===== src/rtl/core_pkg.sv =====
// Types and constants shared by the writeback path: register index width,
// datapath width and the buffered long-latency result entry.
package core_pkg;

  localparam int REG_IDX_W = 5;
  localparam int XLEN      = 32;
  localparam int NUM_REGS  = 1 << REG_IDX_W;

  typedef struct packed {
    logic [REG_IDX_W-1:0] rd;
    logic [XLEN-1:0]      dat;
  } wb_entry_t;

  // x0 is hardwired to zero, so it never gets written and never goes busy.
  function automatic logic is_real_reg(input logic [REG_IDX_W-1:0] idx);
    return idx != '0;
  endfunction

endpackage


===== src/rtl/wb_fifo.sv =====
// Small synchronous FIFO of writeback entries with a combinational head view,
// so the arbiter can pick the oldest long-latency result in the same cycle.
module wb_fifo
  import core_pkg::*;
#(
  parameter int DEPTH = 4
) (
  input  logic                     clk,
  input  logic                     rst,
  input  logic                     push,
  input  wb_entry_t                push_data,
  input  logic                     pop,
  output wb_entry_t                pop_data,
  output logic                     full,
  output logic                     empty,
  output logic [$clog2(DEPTH):0]   count
);

  localparam int PTR_W = $clog2(DEPTH);
  localparam logic [PTR_W:0] DEPTH_CNT = (PTR_W + 1)'(DEPTH);

  wb_entry_t              mem [DEPTH];
  logic [PTR_W-1:0]       rd_ptr_reg;
  logic [PTR_W-1:0]       wr_ptr_reg;
  logic [PTR_W:0]         count_reg;
  logic [PTR_W:0]         count_next;

  // Storage carries no reset: stale entries are unreachable once the
  // pointers and count are cleared.
  always_ff @(posedge clk) begin
    if (push) begin
      mem[wr_ptr_reg] <= push_data;
    end
  end

  always_comb begin
    count_next = count_reg;
    case ({push, pop})
      2'b10:   count_next = count_reg + 1'b1;
      2'b01:   count_next = count_reg - 1'b1;
      default: count_next = count_reg;
    endcase
  end

  // DEPTH is a power of two, so the pointers wrap by plain overflow.
  always_ff @(posedge clk) begin
    if (rst) begin
      rd_ptr_reg <= '0;
      wr_ptr_reg <= '0;
      count_reg  <= '0;
    end else begin
      if (push) begin
        wr_ptr_reg <= wr_ptr_reg + 1'b1;
      end
      if (pop) begin
        rd_ptr_reg <= rd_ptr_reg + 1'b1;
      end
      count_reg <= count_next;
    end
  end

  assign pop_data = mem[rd_ptr_reg];
  assign full     = (count_reg == DEPTH_CNT);
  assign empty    = (count_reg == '0);
  assign count    = count_reg;

endmodule


===== src/rtl/writeback_unit.sv =====
// Writeback stage: merges ALU and long-latency results onto the single
// register-file write port and tracks busy registers for decode hazard checks.
module writeback_unit
  import core_pkg::*;
#(
  parameter int FIFO_DEPTH = 4,
  parameter int XLEN       = core_pkg::XLEN
) (
  input  logic                 clk,
  input  logic                 rst,
  input  logic                 alu_valid_i,
  input  logic [4:0]           alu_rd_i,
  input  logic [XLEN-1:0]      alu_dat_i,
  output logic                 alu_stall_o,
  input  logic                 lsu_valid_i,
  input  logic [4:0]           lsu_rd_i,
  input  logic [XLEN-1:0]      lsu_dat_i,
  output logic                 lsu_ready_o,
  input  logic                 issue_long_i,
  input  logic [4:0]           issue_rd_i,
  input  logic [4:0]           chk_rs1_i,
  input  logic [4:0]           chk_rs2_i,
  input  logic [4:0]           chk_rd_i,
  output logic                 hazard_o,
  output logic [4:0]           reg_des_o,
  output logic [XLEN-1:0]      reg_des_dat_o,
  output logic                 wr_en_o
);

  localparam int CNT_W = $clog2(FIFO_DEPTH) + 1;

  wb_entry_t         push_entry;
  wb_entry_t         head_entry;
  logic              fifo_push;
  logic              fifo_pop;
  logic              fifo_full;
  logic              fifo_empty;
  logic [CNT_W-1:0]  fifo_count;

  logic              sel_alu;
  logic [4:0]        reg_des_reg,  reg_des_next;
  logic [XLEN-1:0]   dat_reg,      dat_next;
  logic              wr_en_reg,    wr_en_next;
  logic              wb_long_reg,  wb_long_next;
  logic              load_out;
  logic [NUM_REGS-1:0] busy_reg;
  logic [NUM_REGS-1:0] busy_next;

  assign push_entry = '{rd: lsu_rd_i, dat: lsu_dat_i};

  // Ready looks only at occupancy, never at a same-cycle pop, to keep the
  // handshake free of a combinational path through the arbiter.
  assign lsu_ready_o = !fifo_full;
  assign fifo_push   = lsu_valid_i && !fifo_full;

  // A full buffer takes priority so long results cannot starve behind a
  // continuous ALU stream.
  assign sel_alu     = alu_valid_i && !fifo_full;
  assign fifo_pop    = fifo_full || (!alu_valid_i && !fifo_empty);
  assign alu_stall_o = alu_valid_i && fifo_full;
  assign load_out    = sel_alu || fifo_pop;

  wb_fifo #(
    .DEPTH (FIFO_DEPTH)
  ) u_fifo (
    .clk       (clk),
    .rst       (rst),
    .push      (fifo_push),
    .push_data (push_entry),
    .pop       (fifo_pop),
    .pop_data  (head_entry),
    .full      (fifo_full),
    .empty     (fifo_empty),
    .count     (fifo_count)
  );

  always_comb begin
    reg_des_next = reg_des_reg;
    dat_next     = dat_reg;
    wr_en_next   = 1'b0;
    wb_long_next = 1'b0;
    if (sel_alu) begin
      reg_des_next = alu_rd_i;
      dat_next     = alu_dat_i;
      wr_en_next   = is_real_reg(alu_rd_i);
    end else if (fifo_pop) begin
      reg_des_next = head_entry.rd;
      dat_next     = head_entry.dat;
      wr_en_next   = is_real_reg(head_entry.rd);
      wb_long_next = 1'b1;
    end
  end

  always_ff @(posedge clk) begin
    if (rst) begin
      reg_des_reg <= '0;
      dat_reg     <= '0;
      wr_en_reg   <= 1'b0;
      wb_long_reg <= 1'b0;
    end else begin
      if (load_out) begin
        reg_des_reg <= reg_des_next;
        dat_reg     <= dat_next;
      end
      wr_en_reg   <= wr_en_next;
      wb_long_reg <= wb_long_next;
    end
  end

  // Busy clears only on the commit edge of a long writeback; a new issue to
  // the same register on that edge keeps the bit set.
  genvar gi;
  generate
    for (gi = 0; gi < NUM_REGS; gi++) begin : g_busy
      if (gi == 0) begin : g_x0
        assign busy_next[gi] = 1'b0;
      end else begin : g_rn
        logic set_bit;
        logic clr_bit;
        assign set_bit = issue_long_i && (issue_rd_i == REG_IDX_W'(gi));
        assign clr_bit = wb_long_reg && (reg_des_reg == REG_IDX_W'(gi));
        assign busy_next[gi] = set_bit || (busy_reg[gi] && !clr_bit);
      end
    end
  endgenerate

  always_ff @(posedge clk) begin
    if (rst) begin
      busy_reg <= '0;
    end else begin
      busy_reg <= busy_next;
    end
  end

  assign hazard_o      = busy_reg[chk_rs1_i] | busy_reg[chk_rs2_i] | busy_reg[chk_rd_i];
  assign reg_des_o     = reg_des_reg;
  assign reg_des_dat_o = dat_reg;
  assign wr_en_o       = wr_en_reg;

endmodule

===== config.mk =====
export PLATFORM = sky130hd
export DESIGN_NAME = writeback_unit
export DESIGN_NICKNAME = d
export VERILOG_FILES = /design/src/rtl/core_pkg.sv /design/src/rtl/wb_fifo.sv /design/src/rtl/writeback_unit.sv
export SDC_FILE = /design/constraint.sdc
export NUM_CORES = 1
export LEC_CHECK = 0
export ABC_AREA = 1
export CAP_MARGIN = 5
export CELL_PAD_IN_SITES_DETAIL_PLACEMENT = 1
export CELL_PAD_IN_SITES_GLOBAL_PLACEMENT = 1
export CORE_ASPECT_RATIO = 1.5
export CORE_UTILIZATION = 47
export CTS_BUF_LIST = sky130_fd_sc_hd__clkbuf_2
export DETAILED_ROUTE_END_ITERATION = 12
export GPL_TIMING_DRIVEN = 0
export PLACE_DENSITY_LB_ADDON = 0.3
export RECOVER_POWER = 100
export SLEW_MARGIN = 20
export SYNTH_ARGS = -nofsm -noshare
export SYNTH_HDL_FRONTEND = slang
export SYNTH_HIERARCHICAL = 1
export SYNTH_SLANG_ARGS = --single-unit
export TNS_END_PERCENT = 30

===== constraint.sdc =====
create_clock -name clk -period 4.5 [get_ports clk]
set_clock_uncertainty 0.2 [all_clocks]
set_input_delay 0.9 -clock clk [delete_from_list [all_inputs] [get_ports clk]]
set_output_delay 0.9 -clock clk [all_outputs]
set_load 0.03 [all_outputs]

== Yosys cells after proc, flatten, opt, wreduce, memory -nomap -nowiden ==
Memories as Yosys holds them, arrays and structs flattened. A register that Yosys moved wholly into a read port is not among the register bits.
Cells that the tools add are included.
Widths: inputs -> output; s select.
Cells by class
  reduce and logical (&&, ||, !) cells: 171
  order comparisons: 3
  bitwise gates (word level): 2
  muxes and demuxes: 18
  eq/ne operators: 65
  add/sub/neg operators: 4
Operator list (number)
  $eq 5x5->1 const B: 32
  $logic_and 1x1->1: 97
  $eq 5x4->1 const B: 16
  $mux 32: 2
  $eq 5x3->1 const B: 8
  $logic_not 1->1: 34
  $logic_or 1x1->1: 33
  $eq 5x2->1 const B: 4
  $lt 5x6->1 const B: 3
  $bmux 1 s5: 3
  $eq 5x1->1 const B: 2
  $mux 5: 2
  $reduce_bool 5->1: 2
  $mux 1: 8
  $pmux 3 s2: 1
  $add 2x1->2 const B: 2
  $mux 2: 2
  $reduce_bool 2->1: 2
  $add 3x1->3 const B: 1
  $eq 3x3->1 const B: 1
  $logic_not 3->1: 1
  $sub 3x1->3 const B: 1
  $eq 2x1->1 const B: 1
  $eq 2x2->1 const B: 1
  other kinds (3): 4
Storage, ports and cells
  memory bits (writable): 148
  bits in registers: 78
  memories: 1
  logic and storage cells: 273
  bits of input ports: 99
  output and inout bits: 41
Memory list
  u_fifo.mem: words 4, bits a word 37, rd ports 1, clocked after Yosys merged registers in 1, write ports 1, line wb_fifo.sv:22  | wb_entry_t mem [DEPTH];

== Depth between registers and ports, before layout ==
Gate-level depths: netlist (run 1).
  depth in word-level cells: 6
  depth in mapped cells: 14
  gate-level depth less buffers: 13

== Cells and area by module ==
The synthesis (run 1) kept the hierarchy.
By module, submodules not included
  wb_fifo: cells an instance 416, seq. area each 4624.4 µm², area an instance 5931.9 µm², times used 1
  writeback_unit: cells an instance 643, seq. area each 1401.3 µm², area an instance 4007.6 µm², times used 1

== Least setup slack after synthesis (run 1) ==
No wires, ideal clock.
  path kind: in2out
  from: input chk_rs2_i[0]
  to: output hazard_o
  stages: 11
  arrival time: 1.868 ns
  required time: 3.400 ns
  path buffers: 2
  setup slack: 1.532 ns
  cells stage by stage: buf_4 > inv_2 > buf_6 > nand2_1 > nand3_1 > nand3_1 > nand2_1 > nand2_1 > nand3_1 > nand2_1 > nand3_1
Between the ends
  cells in the longest elaborated chain, start to end: 4
Ends and longest elaborated chain
  start: declaration: line writeback_unit.sv:22  | input logic [4:0] chk_rs2_i,
  $bmux 1 s5: line writeback_unit.sv:135  | assign hazard_o = busy_reg[chk_rs1_i] | busy_reg[chk_rs2_i] | busy_reg[chk_rd_i];
  $mux 1 (not written as such): line writeback_unit.sv:135
  $or 1x1->1 (2 in series): line writeback_unit.sv:135
  end: declaration: line writeback_unit.sv:24  | output logic hazard_o,
No other way between the ends. The select of a mux whose other input is x is not followed.

== Final worst setup path (run 1) ==
  from: input chk_rd_i[0]
  to: output hazard_o
Between the ends
  cells in the longest elaborated chain, start to end: 3
Ends and longest elaborated chain
  start: declaration: line writeback_unit.sv:23  | input logic [4:0] chk_rd_i,
  $bmux 1 s5: line writeback_unit.sv:135
  $mux 1 (not written as such): line writeback_unit.sv:135
  $or 1x1->1: line writeback_unit.sv:135
No other way between the ends. The select of a mux whose other input is x is not followed.

==> results.json, run 1 <==
{
  "die-area_um2": 21700,
  "multi_input_area_um2": 3250,
  "p_sw_uw": 2550,
  "yosysSeqAreaShare_pct": 60.6,
  "grt_antenna_before_repair": 4,
  "start_util_pct": 48.3,
  "yosys.area.top_type": "edfxtp_1",
  "grt_pass1_vias": 9796,
  "synthDistinctLibCells": 29,
  "routed_wl_um": 34900,
  "finish.utilization_pct": 58.5,
  "ir_drop_mv": 0.376,
  "postSynthCellCount": 1059,
  "synth.most_common_cell": "nand2_1",
  "cts_tree": "yes",
  "arrival_ns": 3.09,
  "status": "complete, but fails checks",
  "fin_setup_tns_ns": 0,
  "worstSetupPathType": "input pin to output port",
  "areaGrowthSynthToFinish_pct": 21.2,
  "seq_power_share_pct": 42.7,
  "crit_path_max_incr_delay_ns": 0.73,
  "async_flop_share_pct": 0,
  "route.antenna.remaining_nets": 0,
  "grt_usage_pct": 32.4,
  "ctsRootBufferMaster": "clkbuf_2",
  "crit_buf_inv": 3,
  "final_nets": 1352,
  "p_int_uw": 3740,
  "tightest_slew_ns": 1.85,
  "drive_above_1_share_pct": 9.49,
  "synth_top_area_share_pct": 44.7,
  "fmaxAchievable_mhz": 239,
  "synth_warnings": 6,
  "clk_pin_slew_worst_paths_ns": 0.11,
  "crit_required_ns": 3.40,
  "reg2reg_slack_ns": 0.65,
  "cp-end-kind": "output port",
  "num_rows": 64,
  "portBuffers": 133,
  "cp_top_family": "buffers and inverters",
  "grt_max_degree": 28,
  "clock_path_buffers": 3,
  "drc": 0,
  "cts_resized": 0,
  "die_y_um": 180,
  "period_share_pct": 93.2,
  "ioPinCount": 140,
  "wl_per_cell_um": 22.5,
  "regArea_um2": 6030,
  "hold_viol": 0,
  "ys.flop_type": "edfxtp_1",
  "cp_cell_sequence": "clkdlybuf4s50_1 > buf_2 > nor2_1 > nor2_1 > o21ai_0 > nand3_1 > nand3_1 > nand3_1 > nand2_1 > nand3_1 > dlygate4sd3_1",
  "dr.pass1.iters": 5,
  "slew_headroom_pct": -23.6,
  "clock-sinks": 227,
  "gp_congestion": 0.959,
  "violations": "max-capacitance violations, max-slew violations",
  "die_x_um": 121,
  "synth-edff-count": 148,
  "largest_reg_flops": 148,
  "grt_pass1_wl_um": 52800,
  "overflow": 0,
  "htreeDepth": 2,
  "fin_area_um2": 12000,
  "synth_area_um2": 9940,
  "netlist_top_cells_count": "nand2_1, edfxtp_1, nor2_1",
  "cpMostUsedCell": "nand3_1",
  "powerDensity_nw_per_um2": 522,
  "finalSetupViolCount": 0,
  "core_um2": 20600,
  "dpl.hpwl_um": 24800,
  "switching_share_pct": 40.6,
  "synth_area_leaders": "edfxtp_1, dfxtp_1, nand2_1, o21ai_0, nor2_1",
  "hold_class": "register to register",
  "place_area_um2": 11700,
  "nFillCells": 2412,
  "synth_nets": 1164,
  "cts_setup_buffers": 0,
  "via_per_inst": 5.75,
  "crit_fanout": 10,
  "numCtsBuffers": 49,
  "min_period_ns": 4.19,
  "slew_violations": 84,
  "rsz0062_at_grt": "false",
  "crit_path_start_kind": "input pin",
  "syn_avg_cell_area_um2": 9.39,
  "leakagePower_uw": 0.00462,
  "clkPwrFrac_pct": 20.8,
  "dr_total_vias": 8932,
  "slowest_stage": "dlygate4sd3_1",
  "combPwrFrac_pct": 36.6,
  "clock_latency_ns": 0.81,
  "yosys_register_bits": 227,
  "cts-hold-fix-buffers": 0,
  "drv_cap": 3,
  "detailedRoute.firstIterationViolations": 493
}
metal layers:
layer | wire, um | GRT usage [%] | up-vias
met2 | 18900 | 61.5 | 364
li1 | - | - | 4053
met5 | 0 | 0 | -
met4 | 2260 | 21.3 | 0
met1 | 12000 | 31.8 | 4384
met3 | 1720 | 4.75 | 131
cell type report:
cell class,instances,area share (%)
Inverter,72,2.24
Tap cell,264,2.74
Clock buffer,74,3.07
Clock inverter,16,0.779
Antenna cell,4,0.0831
Timing Repair Buffer,137,11.2
Multi-Input combinational cell,702,27.0
Buffer,58,2.90
Sequential cell,227,50.0
path summary, 6_finish.rpt:
check / from / endpoint / depth (start not counted)
max reg2reg: u_fifo/count[2] / u_fifo/count[2] / 14
max: chk_rd_i[0] / hazard_o / 11
min reg2reg: reg_des_dat_o[23] / reg_des_dat_o[23] / 2
min: reg_des_dat_o[23] / reg_des_dat_o[23] / 2
tightest hold or removal path: stages (launching register included):
cell and delay [ns]:
dfxtp_1 0.33, nand2_1 0.06, a21oi_1 0.05
cell usage in the layout (no fill, tap or decap), types with 2 or more instances in the layout:
cell / Yosys / final
a21o_1: 5 / 5
a21oi_1: 51 / 51
a22oi_1: 12 / 12
a31oi_1: 21 / 21
buf_2: 20 / 17
buf_4: 3 / 3
buf_6: 16 / 13
clkbuf_1: 18 / 28
clkbuf_2: 1 / 75
clkdlybuf4s50_1: 0 / 54
clkinv_1: 0 / 12
clkinv_2: 0 / 3
dfxtp_1: 79 / 79
diode_2: 0 / 4
dlygate4sd3_1: 0 / 79
edfxtp_1: 148 / 148
ha_1: 5 / 5
inv_1: 66 / 66
inv_2: 6 / 5
nand2_1: 256 / 256
nand3_1: 76 / 76
nand4_1: 2 / 2
nor2_1: 110 / 111
nor3_1: 2 / 2
o21ai_0: 83 / 85
o21ai_1: 29 / 28
o22ai_1: 39 / 39
o41ai_1: 2 / 2
or2_2: 3 / 3
metrics by stage:
stage | power [uW] | hold slack (ns) | cells | setup slack [ns]
floorplan | 4080 | 0.212 | 1059 | 1.53
global placement | 4960 | 0.229 | 1456 | 0.407
detailed placement | 5090 | 0.253 | 1460 | 0.349
CTS | 6400 | 0.274 | 1550 | 0.335
global route | 6570 | 0.292 | 1554 | 0.152
finish | 6290 | 0.281 | 1554 | 0.307
power by group through the flow:
stage          combinational (uW)  sequential (uW)  clock (uW)
6_report                     2300             2690        1310
5_1_grt                      2450             2710        1420
4_1_cts                      2390             2680        1330
3_5_place_dp                 2370             2720           0
3_3_place_gp                 2250             2710           0
2_1_floorplan                1170             2910           0
cells by family after synthesis:
family / after synthesis / synth area share, %
and+or+nand+nor: 452 / 18.4
AOI/OAI and AO/OA: 244 / 13.7
adders and majority gates: 6 / 0.831
buffers and inverters: 130 / 6.50
DFF: 227 / 60.6
No activity file was read; power rests on OpenSTA's default activity.
==> run 2, diff against run 1 <==
==> constraint.sdc (replaced) <==
create_clock -name clk -period 5.32 [get_ports clk]
set_clock_uncertainty 0.2 [all_clocks]
set_input_delay 1.064 -clock clk [delete_from_list [all_inputs] [get_ports clk]]
set_output_delay 1.064 -clock clk [all_outputs]
set_load 0.03 [all_outputs]
==> run 2 against run 1 <==
The flow still finishes with violations (max-capacitance violations, max-slew violations). Register-to-register slack improved by 0.97 ns. Sequential share of layout area unchanged. Core utilization unchanged. Via count about the same. Non-clock buffer count unchanged. Combinational power decreased by 16%.
==> results.json, run 2 (synthesized netlist as in run 1, its figures left out) <==
{
  "status": "complete, but fails checks",
  "violations": "max-capacitance violations, max-slew violations",
  "cts_setup_buffers": 0,
  "drv_cap": 3,
  "mostFrequentLayoutCell": "nand2_1",
  "reg2regPathDepth": 14,
  "dr.pass1.iters": 5,
  "cpMostUsedCell": "nand3_1",
  "finish.utilization_pct": 58.5,
  "grt_antenna_before_repair": 4,
  "via_per_inst": 5.75,
  "ctsRootBufferMaster": "clkbuf_2",
  "cp_cell_sequence": "clkdlybuf4s50_1 > buf_2 > nor2_1 > nor2_1 > o21ai_0 > nand3_1 > nand3_1 > nand3_1 > nand2_1 > nand3_1 > dlygate4sd3_1",
  "areaGrowthSynthToFinish_pct": 21.2,
  "leakagePower_uw": 0.00462,
  "wl_per_cell_um": 22.5,
  "num_rows": 64,
  "crit-reg2reg-capture": "u_fifo/count[2]",
  "powerDensity_nw_per_um2": 442,
  "fin_area_um2": 12000,
  "nFillCells": 2412,
  "numCtsBuffers": 49,
  "finalSetupViolCount": 0,
  "place_area_um2": 11700,
  "reg2reg_slack_ns": 1.62,
  "htreeDepth": 2,
  "min_period_ns": 4.52,
  "crit_required_ns": 4.06,
  "die_y_um": 180,
  "arrival_ns": 3.26,
  "detailedRoute.firstIterationViolations": 493,
  "dr_total_vias": 8930,
  "period_share_pct": 85.0,
  "slowest_stage": "dlygate4sd3_1",
  "rsz0062_at_grt": "false",
  "hold_class": "register to register",
  "drc": 0,
  "crit_fanout": 10,
  "rr_startpoint": "u_fifo/count[2]",
  "hold_viol": 0,
  "die_x_um": 121,
  "fin_setup_tns_ns": 0,
  "largest_reg_flops": 148,
  "gp_congestion": 0.959,
  "drive_above_1_share_pct": 9.56,
  "clock_path_buffers": 3,
  "slew_violations": 84,
  "hold_end": "reg_des_dat_o[23]",
  "worstHoldPathCells": 2,
  "cts-hold-fix-buffers": 0,
  "route.antenna.remaining_nets": 0,
  "routed_wl_um": 34900,
  "grt_usage_pct": 32.4,
  "fmaxAchievable_mhz": 221,
  "grt_pass1_wl_um": 52800,
  "clock-sinks": 227,
  "crit_path_max_incr_delay_ns": 0.73,
  "grt_pass1_vias": 9796,
  "crit_path_start_kind": "input pin",
  "layoutNonFillerInstCount": 1554,
  "hp-start": "reg_des_dat_o[23]",
  "cp-end-kind": "output port",
  "overflow": 0,
  "start_util_pct": 48.3,
  "portBuffers": 133,
  "ioPinCount": 140,
  "core_um2": 20600,
  "cts_resized": 0,
  "die-area_um2": 21700,
  "hold_slack_ns": 0.281,
  "slew_headroom_pct": -23.5,
  "final_nets": 1352,
  "clock_latency_ns": 0.82,
  "cts_tree": "yes",
  "grt_max_degree": 28,
  "ir_drop_mv": 0.318,
  "worstSetupPathType": "input pin to output port",
  "tightest_slew_ns": 1.85,
  "clk_pin_slew_worst_paths_ns": 0.11,
  "layout_common_cells": "nand2_1, edfxtp_1, nor2_1",
  "dpl.hpwl_um": 24800,
  "dp.cells": 1460
}
-- run 2: cell count changes in the layout (fill, tap and decap cells not counted), sizes merged --
cell and delta:
dlygate4sd3 +2, clkdlybuf4s50 -2, clkinv -1, inv +1
-- run 2: power by group --
| group | total, uW | internal [uW] | switching (uW) | leakage (uW) |
|---|---|---|---|---|
| clock network | 1110 | 420 | 687 | 0.000351 |
| registers | 2270 | 2140 | 131 | 0.00201 |
| logic | 1940 | 601 | 1340 | 0.00227 |
| total | 5320 | 3160 | 2160 | 0.00462 |
-- run 2: worst max path at each step --
| stage | startpoint | end | slack (ns) |
|---|---|---|---|
| after floorplan | chk_rs2_i[0] | hazard_o | 2.02 |
| after global placement | chk_rd_i[0] | hazard_o | 0.90 |
| after detailed placement | chk_rd_i[0] | hazard_o | 0.84 |
| after CTS | chk_rd_i[0] | hazard_o | 0.83 |
| after global routing | chk_rd_i[0] | hazard_o | 0.64 |
| final | chk_rd_i[0] | hazard_o | 0.80 |
-- run 2: per-stage QoR --
| stage | worst slack [ns] | total power, uW |
|---|---|---|
| after floorplan | 2.02 | 3450 |
| after global placement | 0.899 | 4200 |
| after detailed placement | 0.841 | 4300 |
| after CTS | 0.827 | 5410 |
| after global routing | 0.644 | 5560 |
| final | 0.799 | 5320 |
-- run 2: routing by layer --
metal	vias to the layer above	GRT usage [%]	part of all wire [%]
met2	361	61.5	54
met3	131	4.75	4.8
met4	0	21.3	6.5
met5	-	0	0
met1	4383	31.8	35
li1	4055	-	-
-- run 2: worst max-delay path, delay by kind of cell --
| family | cells | cell delay (ns) |
|---|---|---|
| AND/OR/NAND/NOR | 7 | 0.61 |
| AO/OA/AOI/OAI | 1 | 0.09 |
| buffers and inverters | 3 | 1.50 |
-- run 2: area by class of cell --
| type | count | area (um2) | area share, % |
|---|---|---|---|
| inverters | 72 | 270 | 2.24 |
| clock buffers | 74 | 370 | 3.07 |
| flip-flops and latches | 227 | 6030 | 50.0 |
| multi-input cells | 702 | 3250 | 27.0 |
| repair buffers | 137 | 1350 | 11.2 |
| well taps | 264 | 330 | 2.74 |
| plain buffers | 58 | 349 | 2.90 |
| diodes | 4 | 10.0 | 0.0831 |
| clock inverters | 16 | 93.8 | 0.779 |
